File: config.mk
export PLATFORM = sky130hd
export DESIGN_NAME = btn_led_ctrl
export DESIGN_NICKNAME = d
export VERILOG_FILES = /design/src/rtl/btn_led_ctrl.sv
export SDC_FILE = /design/constraint.sdc
export NUM_CORES = 1
export LEC_CHECK = 0
export BUFFER_PORTS_ARGS = -buffer_cell sky130_fd_sc_hd__buf_2
export CAP_MARGIN = 0
export CORE_MARGIN = 2
export CORE_UTILIZATION = 66
export DETAILED_ROUTE_END_ITERATION = 12
export HOLD_SLACK_MARGIN = 0.03
export PLACE_DENSITY = 0.84
export SLEW_MARGIN = 20
export SYNTH_ARGS = -nofsm -noshare
export SYNTH_HDL_FRONTEND = slang
export SYNTH_SLANG_ARGS = --single-unit
File: constraint.sdc
create_clock -name clk -period 8.5 [get_ports clk]
set_input_delay 1.275 -clock clk [delete_from_list [all_inputs] [get_ports clk]]
set_output_delay 1.275 -clock clk [all_outputs]
set_load 0.03 [all_outputs]
File: src/rtl/btn_led_ctrl.sv
// N-channel button-to-LED controller: per-channel synchroniser, debouncer and
// press detector feeding a registered LED bank (direct/toggle/counter/lamp test).
module btn_led_ctrl #(
    parameter int N_CH       = 4,
    parameter int DEB_CYCLES = 120000
) (
    input  logic            clk,
    input  logic            rst,
    input  logic [N_CH-1:0] btn,
    input  logic [1:0]      mode,
    output logic [N_CH-1:0] led,
    output logic [N_CH-1:0] press
);

    localparam int            CW       = $clog2(DEB_CYCLES + 1);
    localparam logic [CW-1:0] DEB_LAST = CW'(DEB_CYCLES - 1);

    localparam logic [1:0] MODE_DIRECT  = 2'b00;
    localparam logic [1:0] MODE_TOGGLE  = 2'b01;
    localparam logic [1:0] MODE_COUNTER = 2'b10;

    logic [N_CH-1:0] sync1_q;
    logic [N_CH-1:0] sync_q;
    logic [N_CH-1:0] stable_q;
    logic [N_CH-1:0] stable_d;
    logic [CW-1:0]   cnt_q [N_CH];
    logic [CW-1:0]   cnt_d [N_CH];
    logic [N_CH-1:0] press_q;
    logic [N_CH-1:0] press_d;
    logic [N_CH-1:0] tog_q;
    logic [N_CH-1:0] tog_d;
    logic [N_CH-1:0] cnt_val_q;
    logic [N_CH-1:0] cnt_val_d;
    logic [N_CH-1:0] led_q;
    logic [N_CH-1:0] led_d;

    // Two-flop synchroniser; sync1_q is deliberately left without any fan-out logic.
    always_ff @(posedge clk or posedge rst) begin
        if (rst) begin
            sync1_q <= '0;
            sync_q  <= '0;
        end else begin
            sync1_q <= btn;
            sync_q  <= sync1_q;
        end
    end

    // A bounce back to the stable level drops the count to zero.
    always_comb begin
        stable_d = stable_q;
        for (int i = 0; i < N_CH; i++) begin
            cnt_d[i] = '0;
            if (sync_q[i] != stable_q[i]) begin
                if (cnt_q[i] == DEB_LAST) begin
                    stable_d[i] = sync_q[i];
                end else begin
                    cnt_d[i] = cnt_q[i] + CW'(1);
                end
            end
        end
    end

    assign press_d = stable_d & ~stable_q;
    assign tog_d   = tog_q ^ press_q;

    always_ff @(posedge clk or posedge rst) begin
        if (rst) begin
            stable_q <= '0;
            press_q  <= '0;
            tog_q    <= '0;
            for (int i = 0; i < N_CH; i++) begin
                cnt_q[i] <= '0;
            end
        end else begin
            stable_q <= stable_d;
            press_q  <= press_d;
            tog_q    <= tog_d;
            for (int i = 0; i < N_CH; i++) begin
                cnt_q[i] <= cnt_d[i];
            end
        end
    end

    // Counter needs three buttons (up, down, clear); narrower banks keep it at zero.
    if (N_CH >= 3) begin : g_counter
        always_comb begin
            cnt_val_d = cnt_val_q;
            if (press_q[2]) begin
                cnt_val_d = '0;
            end else if (press_q[0] ^ press_q[1]) begin
                cnt_val_d = press_q[0] ? cnt_val_q + N_CH'(1) : cnt_val_q - N_CH'(1);
            end
        end
    end else begin : g_no_counter
        assign cnt_val_d = '0;
    end

    always_comb begin
        case (mode)
            MODE_DIRECT:  led_d = stable_q;
            MODE_TOGGLE:  led_d = tog_q;
            MODE_COUNTER: led_d = cnt_val_q;
            default:      led_d = '1;
        endcase
    end

    always_ff @(posedge clk or posedge rst) begin
        if (rst) begin
            cnt_val_q <= '0;
            led_q     <= '0;
        end else begin
            cnt_val_q <= cnt_val_d;
            led_q     <= led_d;
        end
    end

    assign led   = led_q;
    assign press = press_q;

endmodule

==> impl_metrics.csv, run 1 <==
group,metric,value,unit
yosys,ys_seq_area_share,53.2,%
route,postRouteAntennaNets,0,
sta,tightestPinTransition,0.881,ns
cells_and_area,diodes,0,
run_status,run_status,"finished, final reports clean",
yosys,yosysWarnings,0,
die,start_util,67.2,%
clocking,clock-sinks,96,
critical_path,arrival,1.12,ns
clocking,cts_setup_buffers,0,
critical_path,reg2reg_slack,6.31,ns
yosys,avgSynthCellArea,10.7,µm²
cells_and_area,design_area,0.00493,mm²
place,place_area,0.00465,mm²
clocking,clockBufferDepth,2,
place,gp_congestion,0.832,
critical_path,max_stage_delay,0.51,ns
clocking,cts_tree,"done",
critical_path,path_class,"reg -> out",
sta,slew_headroom,41.1,%
clocking,clk_pin_slew,0.09,ns
route,via_per_inst,5.91,
clocking,cts_resized,0,
die,core_area,0.00672,mm²
route,routedWlPerCell,14.9,µm
place,post-place-ws,5.98,ns
clocking,htreeDepth,3,
clocking,clock_latency,0.36,ns
sta,period_share,28.2,%
cells_and_area,fin_nets,455,
yosys,synth_nets,436,
route,drc,0,
route,drtPass1Iterations,5,
die,dieWidth,86.7,µm
sta,skew,0.0101,ns
power,leakage,2.14,nW
yosys,synthDistinctLibCells,38,
yosys,synth_edf_count,0,
sta,setup_tns,0,ns
cells_and_area,final_cells,525,
min_path,hold_start,"sync1_q[2]",
critical_path,end_kind,"output port",
sta,grt_setup_unrepaired,"no",
min_path,holdPathEnd,"sync_q[2]",
critical_path,required,7.22,ns
place,place_inst,508,
power,power_density,176,mW/mm²
critical_path,regToRegEndpoint,"cnt_q[7]",
route,drt_first_iter_violations,219,
critical_path,critPathTopFamily,"flip-flops",
sta,final-hold-violation-count,0,
sta,setup_viol,0,
grt,grt_pass1_vias,2972,
route,vias,3101,
min_path,min_path_type,"reg -> reg",
sta,layout_min_cycle_time,2.40,ns
yosys,synth_cells,421,
route,wl,7800,µm
critical_path,critPathSlowestCell,"dfrtp_1",
place,dp_hpwl,5180,µm
critical_path,timing.critical_path.buf_inv,1,
die,dieArea,0.00751,mm²
die,die_y,86.7,µm
cells_and_area,nFillCells,468,
cells_and_area,area_growth_syn_to_layout,9.18,%
min_path,hold_depth,0,
critical_path,startpoint_type,"flip-flop",
cells_and_area,drive_gt1_share,11.2,%
critical_path,r2r_start,"cnt_q[0]",
grt,grt_use_total,22.3,%
grt,grt_start_max_net_pins,83,
die,io_pins,16,
power,ir_drop,0.0869,mV
die,row_count,30,
critical_path,cp_max_fo,6,
clocking,cts_hold_buf,0,
critical_path,path_cells,"buf_2",
flow_run,drv_cap,0,
grt,grt_pass1_wl,13200,µm
sta,worst_slack,6.10,ns
clocking,root_buffer,"clkbuf_8",
yosys,synth_flop_cell,"dfrtp_1",
grt,gr-total-overflow,0,
clocking,numCtsBuffers,9,
place,io_buffers,15,
sta,max_freq,417,MHz
yosys,synth_async_sr_flop_share,100,%
sta,timing.hold.ws,0.363,ns
critical_path,r2r_cells,5,
yosys,postSynthRegisterBits,96,
yosys,netlist_area,0.00451,mm²
sta,final_max_slew_viol_count,0,
grt,antenna_found_initial,0,
[cells in the final DEF, fill, tap and decap left out, types with 4 or more instances in the layout]
cell type	n
o22a_1	4
dfrtp_1	96
nor3_1	15
xnor2_1	41
clkbuf_8	10
nand2_1	16
nor2_1	79
nand4_1	26
nand3_1	22
xor2_1	29
ha_1	6
nor4b_1	4
nor4_1	17
buf_2	15
mux2_2	9
and4_1	7
inv_1	12
[synthesized netlist by cell type (all sizes together), types with 2 or more instances]
| library cell | instances | area (µm²) |
|---|---|---|
| inv | 13 | 48.8 |
| xor2 | 29 | 254 |
| clkbuf | 4 | 15.0 |
| nor4bb | 3 | 30.0 |
| nand2 | 16 | 60.1 |
| o22a | 4 | 35.0 |
| nand4 | 27 | 184 |
| ha | 6 | 75.1 |
| nand3 | 22 | 110 |
| dfrtp | 96 | 2400 |
| mux2 | 9 | 101 |
| xnor2 | 41 | 359 |
| nor2 | 79 | 297 |
| nand2b | 2 | 12.5 |
| and3b | 2 | 17.5 |
| o21ai | 2 | 17.5 |
| and3 | 2 | 12.5 |
| mux2i | 2 | 20.0 |
| and4 | 8 | 72.6 |
| nor4 | 17 | 106 |
| nor2b | 3 | 18.8 |
| nor4b | 4 | 35.0 |
| nor3 | 15 | 75.1 |
| buf | 5 | 33.8 |
[registers in the layout (all words and copies together), names as in the netlist]
signal     count
stable_q       4
sync_q         4
cnt_q         68
sync1_q        4
led            4
tog_q          4
press          4
cnt_val_q      4
[worst max-delay path by stage]
stage                     cells after the start  slack (ns)  startpoint   endpoint
after floorplan                               1        4.72         rst   cnt_q[0]
after detailed placement                      3        5.98         rst  cnt_q[14]
after CTS                                     1        6.09    press[0]   press[0]
after global routing                          1        6.06    press[0]   press[0]
after global placement                        3        6.00         rst  cnt_q[16]
final                                         1        6.10    press[0]   press[0]
[power by group]
group          total (W)  internal [W]  switching [W]  leakage [nW]
Combinational  0.0000350     0.0000109      0.0000241         0.714
Sequential      0.000472      0.000464     0.00000759          1.31
Clock           0.000362      0.000204       0.000158         0.119
Total           0.000869      0.000679       0.000190          2.14
[through the flow]
step	power [W]	utilization [%]
after floorplan	0.000505	-
after global routing	0.000904	73.3
after CTS	0.000874	72.9
final	0.000869	73.3
after detailed placement	0.000515	69.2
after global placement	0.000513	69.2
[cell type report]
type,instances,area (µm²),share of cell area [%]
clock buffers,10,138,2.79
clock inverters,6,114,2.31
inverters,13,50.0,1.02
flip-flops and latches,96,2400,48.8
multi-input cells,303,2010,40.8
repair buffers,17,110,2.24
well taps,80,100,2.03
[kinds of logic (layout without fill, tap and decap cells)]
kind of cell,Yosys count,count (layout),synth area share [%]
and+or+nand+nor,204,204,23.5
DFF,96,96,53.2
buffers and inverters,22,46,2.16
AOI/OAI and AO/OA,11,11,2.69
xor gates and xnor gates,70,70,13.6
muxes,11,11,2.69
adders and majority gates,7,7,2.11
[per-layer routing]
metal,wire [µm],share of wire [%],vias up,global-route usage [%]
li1,-,-,1494,-
met1,3660,47,1522,30.9
met2,3720,48,77,34.8
met3,337,4.3,8,5.24
met4,78,1.0,0,7.95
met5,0,0,-,0
No activity file was read; power rests on OpenSTA's default activity.
==> inputs of run 2 (changes only) <==
- ABC_AREA: not set -> 1
- CORE_UTILIZATION: 66 -> 62
- PLACE_DENSITY: 0.84 -> 0.8
- clock period: 8.5 -> 2.3 ns (I/O delays scaled with it)
==> run 2 against run 1 <==
  * Sequential cell count stayed put
  * Register-to-register slack lost 5.5 ns
  * Critical endpoint is now cnt_val_q[3]
  * Critical path type is now reg -> reg
  * Worst hold slack lost 0.30 ns
==> impl_metrics.csv, run 2 <==
group,metric,value,unit
power,ir_drop,0.400,mV
power,power.internal,0.00229,W
clocking,clk_pin_slew,0.10,ns
die,dieArea,0.00858,mm²
yosys,postSynthRegisterBits,96,
cells_and_area,top_register,"cnt_q",
critical_path,critPathSlowestCell,"dfrtp_1",
cells_and_area,diodes,0,
grt,grt_pass1_wl,16200,µm
die,start_util,63.7,%
cells_and_area,fin_nets,619,
cells_and_area,mostFrequentLayoutCell,"nand2_1",
yosys,synth_top_family_by_area,"simple AND/OR/NAND/NOR gates",
critical_path,path_class,"reg -> reg",
critical_path,arrival,1.74,ns
yosys,synth.area.top_cells,"dfrtp_1 (49%), nand2_1 (9.4%), nor2_1 (8.9%)",
route,routedWlPerCell,12.6,µm
place,place_area,0.00509,mm²
place,io_buffers,15,
critical_path,crit_cells,6,
yosys,synth-adder-area-share,1.95,%
cells_and_area,area_growth_syn_to_layout,8.82,%
die,core_area,0.00765,mm²
yosys,synth_edf_count,0,
route,drc,0,
cells_and_area,nFillCells,608,
cells_and_area,multi_input_area,0.00223,mm²
sta,grt_setup_unrepaired,"no",
die,row_count,32,
cells_and_area,regArea,0.00240,mm²
yosys,synth_nets,594,
flow_run,drv_cap,0,
clocking,clock_latency,0.36,ns
die,die_y,92.6,µm
route,drt_first_iter_violations,201,
sta,layout_min_cycle_time,1.49,ns
clocking,clock-sinks,96,
cells_and_area,design_area,0.00530,mm²
route,vias,3775,
sta,setup_viol,0,
yosys,synthTopCellsByCount,"nand2_1 (122), nor2_1 (115), dfrtp_1 (96), inv_1 (54), nand3_1 (43)",
sta,setup_tns,0,ns
yosys,synth_cells,579,
critical_path,path_cells,"inv_1 > ha_1 > a21oi_1 > nand3_1 > nand2_1 > o22ai_1",
critical_path,end_kind,"flip-flop",
yosys,muxShareOfSynthArea,0,%
sta,period_share,64.9,%
clocking,clockBufferDepth,2,
yosys,synth_compound_gate_area_share,2.90,%
power,pwr-share-clk,38.0,%
power,power_density,566,mW/mm²
clocking,numCtsBuffers,9,
yosys,yosys.area_share.simple,32.6,%
critical_path,cp_max_fo,5,
yosys,synth_xor_area_share,8.28,%
yosys,yosysWarnings,0,
power,p_sw_share,23.6,%
cells_and_area,final_cell_mix,"nand2_1 (122), nor2_1 (115), dfrtp_1 (96)",
die,dieWidth,92.6,µm
sta,max_freq,670,MHz
sta,final_max_slew_viol_count,0,
critical_path,critPathTopFamily,"flip-flops",
power,leakage,2.34,nW
yosys,synth_flop_cell,"dfrtp_1",
cells_and_area,drive_gt1_share,11.5,%
sta,worst_slack,0.808,ns
yosys,synth.most_common_cell,"nand2_1",
sta,skew,0.00838,ns
route,wl,8940,µm
critical_path,max_stage_delay,0.47,ns
route,postRouteAntennaNets,0,
power,power,0.00300,W
min_path,min_path_type,"in -> async",
yosys,synth_top_area_share,49.3,%
sta,tightestPinTransition,0.650,ns
grt,gr-total-overflow,0,
clocking,cts_tree,"done",
grt,grt_pass1_vias,3726,
cells_and_area,largest_reg_flops,68,
sta,slew_headroom,56.6,%
die,io_pins,16,
critical_path,startpoint_type,"flip-flop",
clocking,cts_hold_buf,0,
yosys,synthDistinctLibCells,32,
critical_path,timing.critical_path.buf_inv,1,
power,p_seq_share,57.8,%
clocking,cts_setup_buffers,0,
yosys,ys_seq_area_share,49.3,%
clocking,htreeDepth,3,
clocking,cts_resized,0,
critical_path,required,2.54,ns
run_status,run_status,"finished, final reports clean",
place,dp_hpwl,6550,µm
grt,grt_start_max_net_pins,37,
clocking,root_buffer,"clkbuf_8",
yosys,netlist_area,0.00487,mm²
sta,timing.hold.ws,0.0649,ns
power,p_switching,0.000709,W
power,combPwrFrac,4.1,%
grt,antenna_found_initial,0,
grt,grt_use_total,23.5,%
place,gp_congestion,0.932,
route,via_per_inst,5.31,
sta,final-hold-violation-count,0,
route,drtPass1Iterations,4,
yosys,yosys.area.top_type,"dfrtp_1",
yosys,synth_async_sr_flop_share,100,%
critical_path,r2r_cells,6,
yosys,avgSynthCellArea,8.41,µm²
place,post-place-ws,0.804,ns
==> run 2: power groups by stage <==
stage / Sequential, W / Clock (W) / Combinational (W)
2_1_floorplan: 0.00177 / 0 / 0.0000803
3_3_place_gp: 0.00177 / 0 / 0.000123
3_5_place_dp: 0.00177 / 0 / 0.000128
4_1_cts: 0.00174 / 0.00117 / 0.000128
5_1_grt: 0.00174 / 0.00124 / 0.000145
6_report: 0.00174 / 0.00114 / 0.000123
==> run 2: per-stage QoR <==
step	instances	utilization, %
2_1_floorplan	579	-
3_5_place_dp	695	66.6
5_1_grt	711	69.3
4_1_cts	711	69.3
6_report	711	69.3
3_3_place_gp	695	66.6
==> run 2: cells by family (layout without fill, tap and decap cells) <==
group,after synthesis,in the layout
flip-flops,96,96
AND/OR/NAND/NOR,344,344
AO/OA/AOI/OAI,25,25
buffers and inverters,61,91
adder cells (fa/ha/maj),7,7
XOR/XNOR,46,46
==> run 2: worst reg2reg max path, cell delays in order (launching register included) <==
cell and delay, ns:
dfrtp_1 0.47, inv_1 0.12, ha_1 0.36, a21oi_1 0.20, nand3_1 0.09, nand2_1 0.07
o22ai_1 0.06
==> run 2: metal layers <==
layer	track usage, %	vias up	wire length (µm)
li1	-	1875	-
met1	31.9	1815	4160
met2	39.1	76	4310
met3	4.39	9	371
met4	6.50	0	96
met5	0	-	0
==> run 2: worst paths after layout <==
| check | from | endpoint | slack, ns |
|---|---|---|---|
| max | press[0] | cnt_val_q[3] | 0.81 |
| min | rst | cnt_q[12] | 0.06 |
| max reg2reg | press[0] | cnt_val_q[3] | 0.81 |
| min reg2reg | sync1_q[2] | sync_q[2] | 0.35 |
| max in group asynchronous | rst | cnt_val_q[1] | 1.65 |
| min in group clk | btn[1] | sync1_q[1] | 0.09 |
==> run 2: final cells by class <==
type                            count  share of cell area (%)
Clock buffer                       11                    2.67
Clock inverter                      5                    1.20
Inverter                           58                    4.18
Multi-Input combinational cell    422                    42.0
Sequential cell                    96                    45.3
Tap cell                          102                    2.41
Timing Repair Buffer               17                    2.17
